### src/rtl/core_pkg.sv
// Shared definitions for the RV32I pipelined core: fetch FSM states,
// bubble encoding, base opcodes, immediate-select codes and PC helper.
package core_pkg;

  // Fetch sequencer states
  typedef enum logic [1:0] {
    F_IDLE = 2'd0,
    F_REQ  = 2'd1,
    F_WAIT = 2'd2,
    F_HOLD = 2'd3
  } fetch_state_e;

  // addi x0,x0,0 used as the pipeline bubble
  localparam logic [31:0] NOP_INSTR = 32'h0000_0013;

  // RV32I base opcodes (instr[6:0])
  localparam logic [6:0] OP_LUI    = 7'b0110111;
  localparam logic [6:0] OP_AUIPC  = 7'b0010111;
  localparam logic [6:0] OP_JAL    = 7'b1101111;
  localparam logic [6:0] OP_JALR   = 7'b1100111;
  localparam logic [6:0] OP_BRANCH = 7'b1100011;
  localparam logic [6:0] OP_LOAD   = 7'b0000011;
  localparam logic [6:0] OP_STORE  = 7'b0100011;
  localparam logic [6:0] OP_IMM    = 7'b0010011;
  localparam logic [6:0] OP_REG    = 7'b0110011;
  localparam logic [6:0] OP_FENCE  = 7'b0001111;
  localparam logic [6:0] OP_SYSTEM = 7'b1110011;

  // Immediate-select encodings understood by the immediate extender
  localparam logic [2:0] IMM_ITYPE = 3'b010;
  localparam logic [2:0] IMM_STYPE = 3'b001;

  // Sequential fetch address; wraps modulo 2^32
  function automatic logic [31:0] pc_next(input logic [31:0] pc);
    return pc + 32'd4;
  endfunction

endpackage

### src/rtl/ifid_reg.sv
// IF/ID pipeline register. Priority: flush, then stall (hold), then load,
// otherwise a bubble is inserted.
module ifid_reg
#(
  parameter logic [31:0] NOP_INSTR = core_pkg::NOP_INSTR
) (
  input  logic        clk,
  input  logic        rstn,
  input  logic        i_flush,
  input  logic        i_stall,
  input  logic        i_load,
  input  logic [31:0] i_load_instr,
  input  logic [31:0] i_load_pc,
  output logic [31:0] o_instr,
  output logic [31:0] o_pc,
  output logic        o_valid
);
  import core_pkg::*;

  logic [31:0] r_instr;
  logic [31:0] r_pc;
  logic        r_valid;

  // IF -> ID boundary: flush beats stall, stall beats load; pcD survives a flush
  always_ff @(posedge clk or negedge rstn) begin
    if (!rstn) begin
      r_instr <= NOP_INSTR;
      r_pc    <= '0;
      r_valid <= 1'b0;
    end else if (i_flush) begin
      r_instr <= NOP_INSTR;
      r_valid <= 1'b0;
    end else if (!i_stall) begin
      if (i_load) begin
        r_instr <= i_load_instr;
        r_pc    <= i_load_pc;
        r_valid <= 1'b1;
      end else begin
        r_instr <= NOP_INSTR;
        r_valid <= 1'b0;
      end
    end
  end

  assign o_instr = r_instr;
  assign o_pc    = r_pc;
  assign o_valid = r_valid;

endmodule

### src/rtl/if_stage.sv
// Instruction-fetch stage: single-outstanding fetch sequencer against a
// variable-latency instruction memory, one-word hold buffer for ID stalls,
// redirect handling, and the IF/ID register with raw immediate slices.
module if_stage
#(
  parameter logic [31:0] RESET_PC  = 32'h0000_0000,
  parameter logic [31:0] NOP_INSTR = core_pkg::NOP_INSTR
) (
  input  logic        clk,
  input  logic        rstn,
  output logic        imem_req,
  output logic [31:0] imem_addr,
  input  logic [31:0] imem_rdata,
  input  logic        imem_rvalid,
  input  logic        stallD,
  input  logic        flushD,
  input  logic        redirect_valid,
  input  logic [31:0] redirect_pc,
  output logic [31:0] pcD,
  output logic [31:0] instrD,
  output logic        validD,
  output logic [11:0] iimm,
  output logic [11:0] simm,
  output logic [11:0] bimm,
  output logic [19:0] uimm,
  output logic [19:0] jimm,
  output logic [4:0]  iimm_shamt
);
  import core_pkg::*;

  fetch_state_e r_state;
  logic [31:0]  r_pc_f;
  logic         r_drop;
  logic [31:0]  r_buf;

  logic         w_rsp;
  logic         w_take_mem;
  logic         w_take_buf;
  logic         w_to_hold;
  logic         w_load;
  logic [31:0]  w_load_instr;
  logic [31:0]  w_redirect_pc;
  logic         w_unused;

  // A response only counts while a request is outstanding
  assign w_rsp      = (r_state == F_WAIT) && imem_rvalid;
  assign w_take_mem = w_rsp && !r_drop && !stallD && !redirect_valid;
  assign w_to_hold  = w_rsp && !r_drop &&  stallD && !redirect_valid;
  assign w_take_buf = (r_state == F_HOLD) && !stallD && !redirect_valid;
  assign w_load       = w_take_mem || w_take_buf;
  assign w_load_instr = w_take_buf ? r_buf : imem_rdata;

  // Targets are word aligned; the two low bits are dropped
  assign w_redirect_pc = {redirect_pc[31:2], 2'b00};
  assign w_unused      = &{1'b0, redirect_pc[1:0]};

  assign imem_req  = (r_state == F_REQ);
  assign imem_addr = r_pc_f;

  // Fetch sequencer: redirect overrides every state transition
  always_ff @(posedge clk or negedge rstn) begin
    if (!rstn) begin
      r_state <= F_IDLE;
      r_pc_f  <= RESET_PC;
      r_drop  <= 1'b0;
    end else if (redirect_valid) begin
      r_pc_f <= w_redirect_pc;
      case (r_state)
        F_IDLE: r_state <= F_REQ;
        F_REQ: begin
          // the request at the old PC still goes out; its reply is discarded
          r_state <= F_WAIT;
          r_drop  <= 1'b1;
        end
        F_WAIT: begin
          if (imem_rvalid) begin
            r_state <= F_REQ;
            r_drop  <= 1'b0;
          end else begin
            r_drop  <= 1'b1;
          end
        end
        F_HOLD:  r_state <= F_REQ;
        default: r_state <= F_IDLE;
      endcase
    end else begin
      case (r_state)
        F_IDLE: r_state <= F_REQ;
        F_REQ:  r_state <= F_WAIT;
        F_WAIT: begin
          if (imem_rvalid) begin
            if (r_drop) begin
              r_drop  <= 1'b0;
              r_state <= F_REQ;
            end else if (!stallD) begin
              r_pc_f  <= pc_next(r_pc_f);
              r_state <= F_REQ;
            end else begin
              r_state <= F_HOLD;
            end
          end
        end
        F_HOLD: begin
          if (!stallD) begin
            r_pc_f  <= pc_next(r_pc_f);
            r_state <= F_REQ;
          end
        end
        default: r_state <= F_IDLE;
      endcase
    end
  end

  // Hold buffer captures a word that arrives while ID is stalled
  always_ff @(posedge clk) begin
    if (w_to_hold) begin
      r_buf <= imem_rdata;
    end
  end

  ifid_reg #(
    .NOP_INSTR (NOP_INSTR)
  ) u_ifid_reg (
    .clk          (clk),
    .rstn         (rstn),
    .i_flush      (flushD || redirect_valid),
    .i_stall      (stallD),
    .i_load       (w_load),
    .i_load_instr (w_load_instr),
    .i_load_pc    (r_pc_f),
    .o_instr      (instrD),
    .o_pc         (pcD),
    .o_valid      (validD)
  );

  // Raw immediate fields for the extender and decoder
  assign iimm       = instrD[31:20];
  assign simm       = {instrD[31:25], instrD[11:7]};
  assign bimm       = {instrD[31], instrD[7], instrD[30:25], instrD[11:8]};
  assign uimm       = instrD[31:12];
  assign jimm       = {instrD[31], instrD[19:12], instrD[20], instrD[30:21]};
  assign iimm_shamt = instrD[24:20];

endmodule

### config.mk
export PLATFORM = sky130hd
export DESIGN_NAME = if_stage
export DESIGN_NICKNAME = d
export VERILOG_FILES = /design/src/rtl/core_pkg.sv /design/src/rtl/ifid_reg.sv /design/src/rtl/if_stage.sv
export SDC_FILE = /design/constraint.sdc
export NUM_CORES = 1
export LEC_CHECK = 0
export ABC_CLOCK_PERIOD_IN_PS = 3100
export CORE_UTILIZATION = 44
export DETAILED_ROUTE_END_ITERATION = 8
export GPL_TIMING_DRIVEN = 0
export PLACE_DENSITY = 0.78
export SYNTH_ARGS = -nofsm -noshare
export SYNTH_HDL_FRONTEND = slang
export SYNTH_SLANG_ARGS = --single-unit
### constraint.sdc
create_clock -name clk -period 3.1 [get_ports clk]
set_input_delay 0.465 -clock clk [delete_from_list [all_inputs] [get_ports clk]]
set_output_delay 0.465 -clock clk [all_outputs]
set_load 0.02 [all_outputs]
# == After elaboration in Yosys (flattened, before gate mapping) ==
# Index checks and enable logic that the tools add are counted.
# totals
n_memories,0
latch_bits,0
ramBits,0
output_inout_bits,179
rom_bits,0
reg_bits,132
# classes
bitwise_logic,2
n_shift,0
div_mod_pow,0
mul,0
order_cmp,0
n_mux,25
add_sub_neg,1
reduce_logical,23
eq_ne,8
# ops
cell,n
$mux W32,8
$pmux W32 S2,1
$add A32 B3 Y32 const B,1
$mux W2,6
$ne A3 B3 Y1 const B,3
$reduce_and A3 Y1,3
$logic_and A1 B1 Y1,8
$pmux W2 S4,1
$mux W1,7
$pmux W2 S3,1
$reduce_bool A2 Y1,3
$eq A2 B2 Y1 const B,2
$logic_not A1 Y1,3
$reduce_bool A3 Y1,1
$eq A2 B1 Y1 const B,1
$logic_not A2 Y1,1
$logic_or A1 B1 Y1,2
$ne A2 B1 Y1 const B,1
$ne A2 B2 Y1 const B,1
$not A1 Y1,2
$pmux W1 S2,1
$reduce_and A2 Y1,1
$reduce_or A2 Y1,1

# == Depth between registers and ports, before layout ==
# Gate-level depths: netlist of the first run.
# logic_depth
word_depth,9
depth_mapped,9

# == By module ==
# From an unflattened synthesis of the first run, not the netlist that was laid out.
# hier_totals
cells_unflattened,593
area_unflattened_um2,6641.4
# modules_own_cells
mod,n_inst,seq_area_each_um2,cells_each,area_per_inst_um2
if_stage,1,1786.7,380,4005.1
ifid_reg,1,1630.3,213,2636.3

# == Least setup slack after synthesis of the first run ==
# No wires, ideal clock.
# synth_path
kind,register to register
from,reg r_state[0]
to,reg r_buf[0] (enable)
slack_ps,421
stages_incl_launch_ff,6
required_time_ps,2679
path_buffers,1
arrival_ps,2258
setup_ps,421
path_cell_list,dfrtp_1 inv_1 ha_1 buf_4 nand3b_4 nor2_1
# synth_between
elab_chain_len,5
# synth_rtl
item,line_no,rtl
"start, declared",if_stage.sv:31,fetch_state_e r_state;
"start signal, assigned",if_stage.sv:63,r_state <= F_IDLE;
"start signal, assigned",if_stage.sv:69,F_IDLE: r_state <= F_REQ;
"start signal, assigned",if_stage.sv:72,r_state <= F_WAIT;
$eq A2 B2 Y1,if_stage.sv:46,assign w_rsp = (r_state == F_WAIT) && imem_rvalid;
$logic_and A1 B1 Y1,if_stage.sv:46,
$logic_and A1 B1 Y1 (3 in series),if_stage.sv:48,assign w_to_hold = w_rsp && !r_drop && stallD && !redirect_valid;
named net w_to_hold,if_stage.sv:39,logic w_to_hold;
"end signal, assigned",if_stage.sv:117,r_buf <= imem_rdata;
"end, declared",if_stage.sv:34,logic [31:0] r_buf;
# The timed path passes the listed nets, and every way through them passes these cells.
# A chain may end at the register's enable or synchronous reset.

# == Final worst setup path of the first run ==
# layout_path
from,reg r_state[0]
to,"reg u_ifid_reg.r_pc[29], in the netlist u_ifid_reg.o_pc[29]"
# layout_between
elab_chain_len,7
word_cells_on_any_way,10
# layout_rtl
item,line_no,rtl
$eq A2 B2 Y1,if_stage.sv:46,
$logic_and A1 B1 Y1,if_stage.sv:46,
$logic_and A1 B1 Y1 (3 in series),if_stage.sv:47,assign w_take_mem = w_rsp && !r_drop && !stallD && !redirect_valid;
$logic_or A1 B1 Y1 *,if_stage.sv:50,assign w_load = w_take_mem || w_take_buf;
$reduce_and A3 Y1 (no line) *,--,
"end signal, assigned",ifid_reg.sv:36,r_pc <= i_load_pc;
"end, declared",ifid_reg.sv:21,logic [31:0] r_pc;
# Mark *: on every way between the ends. The rest lies on a longest branch, timed or not.

==> impl_metrics.csv, run 1 <==
group,metric,value,unit
synthesis,synthMuxAreaShare,8.08,%
worst_setup_path,path_delay_family,"buffers and inverters",
timing,rsz0062_at_grt,"no",
worst_setup_path,critPathCaptureType,"register",
global_routing,grt_pass1_vias,5535,
placed_design,place_congestion,0.871,
floorplanning,ios,249,
placed_design,dpl.hpwl,13100,um
drt,first_iter_violations,348,
power,clkPwrFrac,34.2,%
synthesis,synth-xor-area-share,1.10,%
placed_design,portBuffers,242,
worst_setup_path,critPathMaxFanout,10,
timing,hold_viol_final,0,
synthesis,synth-compound-area-share,12.2,%
synthesis,netlist_instances,582,
synthesis,ys_warn_count,0,
drt,num_vias,5387,
timing,timing.setup.tns,0,ns
power,p_comb_share,28.9,%
floorplanning,start_util,45.5,%
worst_setup_path,cp_slowest_cell,"a2111o_1",
drt,drc,0,
job,cap_violations,0,
timing,setup_viol,0,
synthesis,synth-seq-cells,128,
synthesis,synth.distinct_cells,54,
timing,post-route-period-util,73.4,%
cells_and_area,syn2layout_area_growth,52.1,%
synthesis,synthSimpleGateAreaFrac,11.2,%
drt,firstDrtPassIters,7,
power,power.density,612,mW/mm^2
cells_and_area,design_area,0.00968,sq mm
drt,vias_per_cell,5.18,
synthesis,synth_area_leaders,"dfrtp_1 37%, edfxtp_1 15%, buf_4 11%, mux2i_1 4.7%, nand2_1 3.8%",
drt,wl_per_cell,16.9,um
clocking,clk_pin_slew_worst_paths,0.06,ns
worst_setup_path,start_kind,"register",
global_routing,met3_usage,7.53,%
cells_and_area,n_antenna_cell,0,
clocking,insertion_delay,0.41,ns
worst_setup_path,max_stage_delay,0.56,ns
synthesis,synth_top_family_by_area,"buffers and inverters",
synthesis,avgSynthCellArea,10.9,sq um
synthesis,synth_edf_count,32,
worst_setup_path,crit_top_cell,"buf_2",
cells_and_area,layout-drive-gt1-share,18.3,%
worst_setup_path,crit_arrival,2.56,ns
floorplanning,rows,43,
global_routing,use_met2,42.1,%
floorplanning,core_area,0.0140,sq mm
floorplanning,fp.dieW,122,um
synthesis,synth_top_area_cell,"dfrtp_1",
timing,slew_headroom,35.6,%
synthesis,synthAdderAreaFrac,0.983,%
outcome,status,"finished clean",
clocking,numCtsBuffers,17,
clocking,post_cts_buffers,0,
global_routing,grt_max_degree,57,
power,swShare,30.0,%
global_routing,grt_pass1_wl,27800,um
synthesis,yosysSeqAreaShare,52.9,%
floorplanning,die_area,0.0149,sq mm
timing,drv_slew,0,
worst_setup_path,worstPathRequired,3.38,ns
min_path,min_path_type,"primary input to async pin",
timing,period_minus_slack,2.28,ns
worst_setup_path,rr_worst_depth,9,
timing,max_freq,439,MHz
power,peakVddDrop,0.467,mV
timing,skew,0.00749,ns
worst_setup_path,crit_type,"register to register",
worst_setup_path,path_buf_inv,4,
drt,wirelength,17500,um
power,switching_power,1.78,mW
cells_and_area,final_nets,922,
synthesis,synth_flop_cell,"dfrtp_1",
global_routing,antenna_found_initial,0,
timing,worst-slew-pin-transition,0.964,ns
worst_setup_path,timing.rr.end,"u_ifid_reg.o_pc[29]",
worst_setup_path,path_cells,"inv_1 -> ha_1 -> buf_4 -> nand3b_4 -> a2111o_1 -> buf_2 -> buf_2 -> nand2_1 -> o21ai_1",
clocking,clk_path_buf_depth,2,
global_routing,overflow,0,
power,intPower,4.15,mW
worst_setup_path,reg2reg_slack,0.82,ns
floorplanning,die_h,122,um
worst_setup_path,r2r-start,"r_state[0]",
clocking,cts.sinks,128,
placed_design,place_area,0.00905,sq mm
clocking,cts.repair.resized,0,
clocking,cts_tree,"done",
clocking,h-tree-depth,4,
global_routing,globalRouteMet1Util,28.6,%
drt,ant_nets,0,
global_routing,top_usage_layer,"met2",
synthesis,syn-cell-area,0.00636,sq mm
clocking,cts_root_buf,"clkbuf_16",
power,p_seq_share,36.8,%
synthesis,async_flop_share,75.0,%
clocking,hold_buffers,0,
global_routing,track_usage,24.4,%
power,p_leak,4.02,nW
synthesis,yosysTopAreaCellShare,36.6,%
[Yosys cell counts (8+ instances only)]
| master | count |
|---|---|
| dfrtp_1 | 93 |
| nand2_1 | 64 |
| clkbuf_1 | 16 |
| nand4_1 | 11 |
| a31oi_1 | 20 |
| nor2_1 | 23 |
| buf_2 | 8 |
| a31o_2 | 9 |
| mux2i_1 | 30 |
| o21ai_1 | 15 |
| buf_4 | 89 |
| mux2_1 | 15 |
| inv_1 | 23 |
| o21ai_0 | 43 |
| edfxtp_1 | 32 |
[placed cells by master (no fill, tap or decap), types with 4 or more instances in the layout]
cell type        instances
nor2_1                  22
a31o_2                   9
nand2_1                 64
o31ai_1                  4
edfxtp_1                32
clkbuf_16               21
o21ai_0                 43
mux2_2                   4
mux2i_1                 30
and3_1                   5
inv_1                   23
clkbuf_1                16
o21ai_1                 15
dfrtp_1                 93
clkbuf_8                 5
buf_4                   90
and4_1                   5
ha_1                     5
a31oi_1                 20
conb_1                   4
mux2_1                  15
nand3_1                  5
nand4_1                 11
clkdlybuf4s50_1        241
xor2_1                   5
buf_2                    8
o2111ai_1                4
[layout make-up]
| class | instances | area (sq um) |
|---|---|---|
| clock buffers | 26 | 594 |
| multi-input cells | 321 | 2160 |
| flip-flops and latches | 128 | 3370 |
| plain buffers | 113 | 768 |
| inverters | 23 | 86.3 |
| well taps | 180 | 225 |
| repair buffers | 243 | 2450 |
| fillers | 1050 | 4310 |
| clock inverters | 5 | 31.3 |
[flip-flops by register name, indices dropped and copies added (netlist names)]
signal              count
r_buf                  32
u_ifid_reg.o_instr     32
imem_addr              30
u_ifid_reg.o_pc        30
r_state                 2
r_drop                  1
u_ifid_reg.o_valid      1
[stage by stage]
stage	worst slack [ns]	std cells	hold slack (ns)	power, mW	util, %
detailed placement	0.451	1008	0.473	3.93	64.7
global placement	-2.07	1007	0.469	3.87	64.5
CTS	0.769	1039	0.0587	5.98	69.2
floorplan	0.421	585	0.169	3.07	-
finish	0.824	1039	0.0455	5.93	69.2
global route	0.637	1039	0.0803	6.18	69.2
[cell families (layout without fill, tap and decap cells)]
| kind of cell | after synthesis | after routing |
|---|---|---|
| flops | 128 | 128 |
| mux | 49 | 49 |
| compound gates | 117 | 117 |
| other cells | 1 | 4 |
| buf+inv | 136 | 410 |
| simple gates | 138 | 138 |
| xor+xnor | 8 | 8 |
| fa+ha+maj | 5 | 5 |
[power by group through the flow]
stage	clock network, mW	logic, mW	registers (mW)
2_1_floorplan	0	0.602	2.46
3_3_place_gp	0	1.68	2.19
3_5_place_dp	0	1.72	2.21
4_1_cts	2.06	1.73	2.19
5_1_grt	2.13	1.84	2.22
6_report	2.03	1.71	2.18
[layer usage]
metal | wire (um) | vias to the layer above
li1 | - | 2523
met1 | 6750 | 2571
met2 | 8930 | 267
met3 | 1580 | 26
met4 | 291 | 0
met5 | 0 | -
[worst max-delay path by stage]
stage	start	to	slack [ns]	cells after the start
after floorplan	r_state[0]	r_buf[0]	0.42	5
after global placement	rstn	u_ifid_reg.o_instr[6]	-2.07	1
after detailed placement	stallD	u_ifid_reg.o_instr[3]	0.45	7
after CTS	r_state[0]	u_ifid_reg.o_pc[29]	0.77	9
after global routing	r_state[0]	u_ifid_reg.o_instr[3]	0.64	7
final	r_state[0]	u_ifid_reg.o_pc[29]	0.82	9
No activity file was read; power rests on OpenSTA's default activity.
==> run 2: changes to the inputs <==
Settings changed: ABC_CLOCK_PERIOD_IN_PS 3100 to 2100.
Clock period 3.1 ns to 2.1 ns, I/O delays scaled along.
==> impl_metrics.csv, run 2 (synthesis results as in run 1) <==
group,metric,value,unit
placed_design,place_congestion,0.873,
worst_setup_path,critPathMaxFanout,7,
clocking,insertion_delay,0.42,ns
cells_and_area,n_antenna_cell,0,
global_routing,grt_max_degree,57,
drt,num_vias,5563,
timing,hold_viol_final,0,
timing,skew,0.0104,ns
drt,first_iter_violations,355,
timing,timing.setup.tns,0,ns
drt,drc,0,
placed_design,portBuffers,242,
power,power.density,901,mW/mm^2
floorplanning,fp.dieW,122,um
worst_setup_path,crit_start,"r_state[0]",
timing,slew_headroom,32.0,%
worst_setup_path,reg2reg_slack,0.02,ns
placed_design,placed_cells,1008,
floorplanning,core_area,0.0140,sq mm
global_routing,track_usage,25.0,%
cells_and_area,syn2layout_area_growth,55.9,%
worst_setup_path,endpoint,"u_ifid_reg.o_pc[18]",
drt,wl_per_cell,17.6,um
min_path,min_path_type,"primary input to async pin",
clocking,cts.sinks,128,
global_routing,grt_pass1_wl,28300,um
clocking,h-tree-depth,4,
worst_setup_path,timing.rr.end,"u_ifid_reg.o_pc[18]",
floorplanning,die_h,122,um
job,cap_violations,0,
drt,ant_nets,0,
placed_design,preCtsSetupSlack,-0.381,ns
timing,setup_ws,0.0164,ns
timing,period_minus_slack,2.08,ns
timing,rsz0062_at_grt,"yes",
drt,vias_per_cell,5.27,
clocking,cts_tree,"done",
timing,post-route-period-util,99.2,%
worst_setup_path,crit_type,"register to register",
timing,drv_slew,0,
cells_and_area,multi_input_area,0.00225,sq mm
clocking,cts_root_buf,"clkbuf_16",
cells_and_area,postLayoutCoreUtil,70.9,%
worst_setup_path,critPathCaptureType,"register",
cells_and_area,final_nets,937,
drt,firstDrtPassIters,5,
worst_setup_path,r2r-start,"r_state[0]",
drt,wirelength,18600,um
cells_and_area,fill_cells,1003,
cells_and_area,regArea,0.00337,sq mm
floorplanning,start_util,45.5,%
floorplanning,die_area,0.0149,sq mm
timing,worst-slew-pin-transition,1.02,ns
cells_and_area,layout-drive-gt1-share,22.2,%
worst_setup_path,worstPathRequired,2.40,ns
worst_setup_path,crit_arrival,2.39,ns
power,peakVddDrop,0.565,mV
drt,wl_met2,9480,um
clocking,clk_path_buf_depth,2,
drt,wl_met1,7220,um
outcome,status,"finished clean",
global_routing,antenna_found_initial,0,
worst_setup_path,start_kind,"register",
clocking,numCtsBuffers,17,
cells_and_area,layout_common_cells,"240 x clkdlybuf4s50_1, 100 x buf_4, 93 x dfrtp_1",
worst_setup_path,rr_worst_depth,6,
placed_design,dpl.hpwl,13100,um
cells_and_area,design_area,0.00992,sq mm
floorplanning,ios,249,
power,power.total,8.94,mW
cells_and_area,stdcell_count,1055,
placed_design,place_area,0.00905,sq mm
cells_and_area,final_common_cell,"clkdlybuf4s50_1",
timing,setup_viol,0,
power,p_leak,4.16,nW
drt,met3_length,1550,um
timing,holdWs,0.428,ns
global_routing,overflow,0,
floorplanning,rows,43,
global_routing,grt_pass1_vias,5582,
drt,dr.max_layer_used,"met4",
timing,max_freq,480,MHz
clocking,clk_pin_slew_worst_paths,0.06,ns
-- run 2: layer usage --
metal,GRT usage (%),up-vias
li1,-,2558
met5,0,-
met1,28.8,2720
met3,7.76,24
met2,43.8,261
met4,8.31,0
-- run 2: worst min path at each step --
| stage | to | from | cells past startpoint | slack [ns] |
|---|---|---|---|---|
| 3_3_place_gp | u_ifid_reg.o_valid | u_ifid_reg.o_valid | 2 | 0.47 |
| 6_report | u_ifid_reg.o_pc[20] | rstn | 2 | 0.43 |
| 5_1_grt | imem_addr[13] | redirect_pc[13] | 3 | 0.47 |
| 4_1_cts | u_ifid_reg.o_pc[20] | rstn | 2 | 0.44 |
| 3_5_place_dp | u_ifid_reg.o_pc[20] | rstn | 1 | 0.35 |
| 2_1_floorplan | imem_addr[10] | rstn | 0 | 0.02 |
-- run 2: what timing repair did --
action,CTS,global route
hold buffers,1,0
buffers inserted,4,9
pin swaps,3,6
endpoints found under the setup margin,99,102
resized for setup,12,57
cloned,0,4
endpoints found under the hold margin,37,0
-- run 2: power by group --
| part | switching, mW | total, mW | internal [mW] |
|---|---|---|---|
| clock network | 1.11 | 2.97 | 1.86 |
| registers | 0.299 | 3.23 | 2.93 |
| logic | 1.34 | 2.74 | 1.40 |
| total | 2.75 | 8.94 | 6.19 |
-- run 2: final cells by class --
cell class | instances | share of cell area [%]
Clock buffer | 18 | 4.33
Timing Repair Buffer | 261 | 26.3
Tap cell | 180 | 2.27
Clock inverter | 14 | 1.68
Inverter | 23 | 0.870
Multi-Input combinational cell | 321 | 22.6
Buffer | 110 | 8.00
Sequential cell | 128 | 33.9
-- run 2: worst max-delay path, cell delays in order (launching register included) --
cell and delay [ns]:
dfrtp_1 0.43, inv_2 0.09, ha_4 0.19, nand3b_4 0.12
a2111o_2 0.61, buf_4 0.21, mux2_1 0.30
==> run 3: changes to the inputs <==
Settings changed: CORE_MARGIN set to 2, CTS_CLUSTER_DIAMETER set to 100.
==> impl_metrics.csv, run 3 (synthesis results as in run 1) <==
group,metric,value,unit
cells_and_area,syn2layout_area_growth,60.3,%
global_routing,grt_pass1_vias,5704,
timing,drv_slew,0,
global_routing,overflow,0,
timing,timing.setup.tns,0,ns
timing,holdWs,0.443,ns
cells_and_area,layout_common_cells,"240 x clkdlybuf4s50_1, 102 x buf_4, 93 x dfrtp_1",
global_routing,track_usage,24.7,%
clocking,cts_root_buf,"clkbuf_16",
global_routing,grt_max_degree,57,
placed_design,dpl.hpwl,13200,um
power,power.density,905,mW/mm^2
drt,first_iter_violations,294,
floorplanning,die_area,0.0154,sq mm
placed_design,place_area,0.00905,sq mm
floorplanning,core_area,0.0140,sq mm
timing,max_freq,476,MHz
drt,num_vias,5505,
timing,worst-slew-pin-transition,0.992,ns
floorplanning,start_util,45.5,%
drt,wl_per_cell,17.9,um
worst_setup_path,crit_start,"r_state[0]",
worst_setup_path,path_cells,"buf_4 -> ha_2 -> inv_1 -> a2111o_2 -> buf_12 -> mux2_4",
clocking,cts_tree,"done",
floorplanning,ios,249,
power,p_leak,4.29,nW
cells_and_area,postLayoutCoreUtil,72.9,%
drt,firstDrtPassIters,5,
drt,drc,0,
cells_and_area,final_nets,942,
job,cap_violations,0,
timing,hold_viol_final,0,
global_routing,antenna_found_initial,0,
cells_and_area,layout-drive-gt1-share,25.3,%
min_path,min_path_type,"primary input to async pin",
clocking,h-tree-depth,4,
global_routing,grt_pass1_wl,30600,um
timing,slew_headroom,33.7,%
cells_and_area,final_common_cell,"clkdlybuf4s50_1",
clocking,clk_path_buf_depth,2,
drt,ant_nets,0,
worst_setup_path,crit_type,"register to register",
worst_setup_path,critPathMaxFanout,7,
drt,wirelength,19000,um
timing,post-route-period-util,100,%
worst_setup_path,start_kind,"register",
worst_setup_path,critPathCaptureType,"register",
floorplanning,fp.dieW,124,um
floorplanning,die_h,124,um
worst_setup_path,crit_arrival,2.40,ns
worst_setup_path,r2r-start,"r_state[0]",
clocking,insertion_delay,0.42,ns
worst_setup_path,worstPathRequired,2.40,ns
timing,period_minus_slack,2.10,ns
outcome,status,"finished clean",
drt,vias_per_cell,5.19,
timing,setup_viol,0,
placed_design,portBuffers,242,
floorplanning,rows,43,
timing,rsz0062_at_grt,"yes",
cells_and_area,design_area,0.0102,sq mm
clocking,clk_pin_slew_worst_paths,0.06,ns
placed_design,place_congestion,0.841,
clocking,cts.sinks,128,
power,peakVddDrop,0.717,mV
cells_and_area,n_antenna_cell,0,
clocking,numCtsBuffers,17,
worst_setup_path,cp_slowest_cell,"a2111o_2",
worst_setup_path,max_stage_delay,0.62,ns
timing,skew,0.00598,ns
-- run 3: changes by cell type in the layout (fill, tap and decap cells not counted), sizes merged --
| cell | change |
|---|---|
| bufinv | -2 |
| clkinv | -4 |
| clkinvlp | -3 |
| clkbuf | +10 |
| dlymetal6s2s | -1 |
| inv | +1 |
| buf | +3 |
| dlygate4sd2 | +1 |
-- run 3: metrics by stage --
step	setup slack [ns]	instances	power, mW
2_1_floorplan	0.105	585	4.53
3_3_place_gp	-3.02	1007	5.72
3_5_place_dp	-0.358	1008	5.82
4_1_cts	-0.0257	1053	9.07
5_1_grt	-0.136	1060	9.62
6_report	0.000166	1060	9.22
-- run 3: where the power goes --
part	switching, mW	internal (mW)	leakage (nW)
Sequential	0.324	2.93	1.49
Combinational	1.40	1.52	2.47
Clock	1.06	1.99	0.319
-- run 3: critical path, delay by kind of cell, from the launching register on --
| kind | cells | cell delay [ns] |
|---|---|---|
| AOI/OAI and AO/OA | 1 | 0.62 |
| adders and majority gates | 1 | 0.24 |
| buffers and inverters | 3 | 0.46 |
| DFF | 1 | 0.37 |
| muxes | 1 | 0.30 |
-- run 3: cell type report --
class,count,area (sq um)
fillers,983,3790
clock inverters,6,61.3
inverters,23,86.3
clock buffers,26,572
multi-input cells,321,2370
plain buffers,111,833
well taps,180,225
flip-flops and latches,128,3370
repair buffers,265,2680
-- run 3: worst paths after layout --
check	end	slack, ns	cells past startpoint
worst max-delay path	u_ifid_reg.o_pc[9]	0.0002	6
worst min-delay path	imem_addr[7]	0.44	2
worst max register to register	u_ifid_reg.o_pc[9]	0.0002	6
worst min register to register	u_ifid_reg.o_instr[2]	0.47	2
max in group asynchronous	u_ifid_reg.o_instr[16]	0.96	3
min in group clk	imem_addr[7]	0.46	3
-- run 3: layer usage --
layer / global-route usage, % / vias up / share of wire (%)
met3: 7.77 / 27 / 8.2
met4: 6.54 / 0 / 1.3
li1: - / 2554 / -
met1: 29.7 / 2648 / 39
met5: 0 / - / 0
met2: 42.9 / 276 / 51
-- run 3: what timing repair did --
action,CTS,global route
cloned,3,1
pin swaps,16,23
gates resized for setup,45,50
endpoints found under the setup margin,110,112
hold endpoints to repair,37,0
setup buffers,10,7
hold buffers,1,0
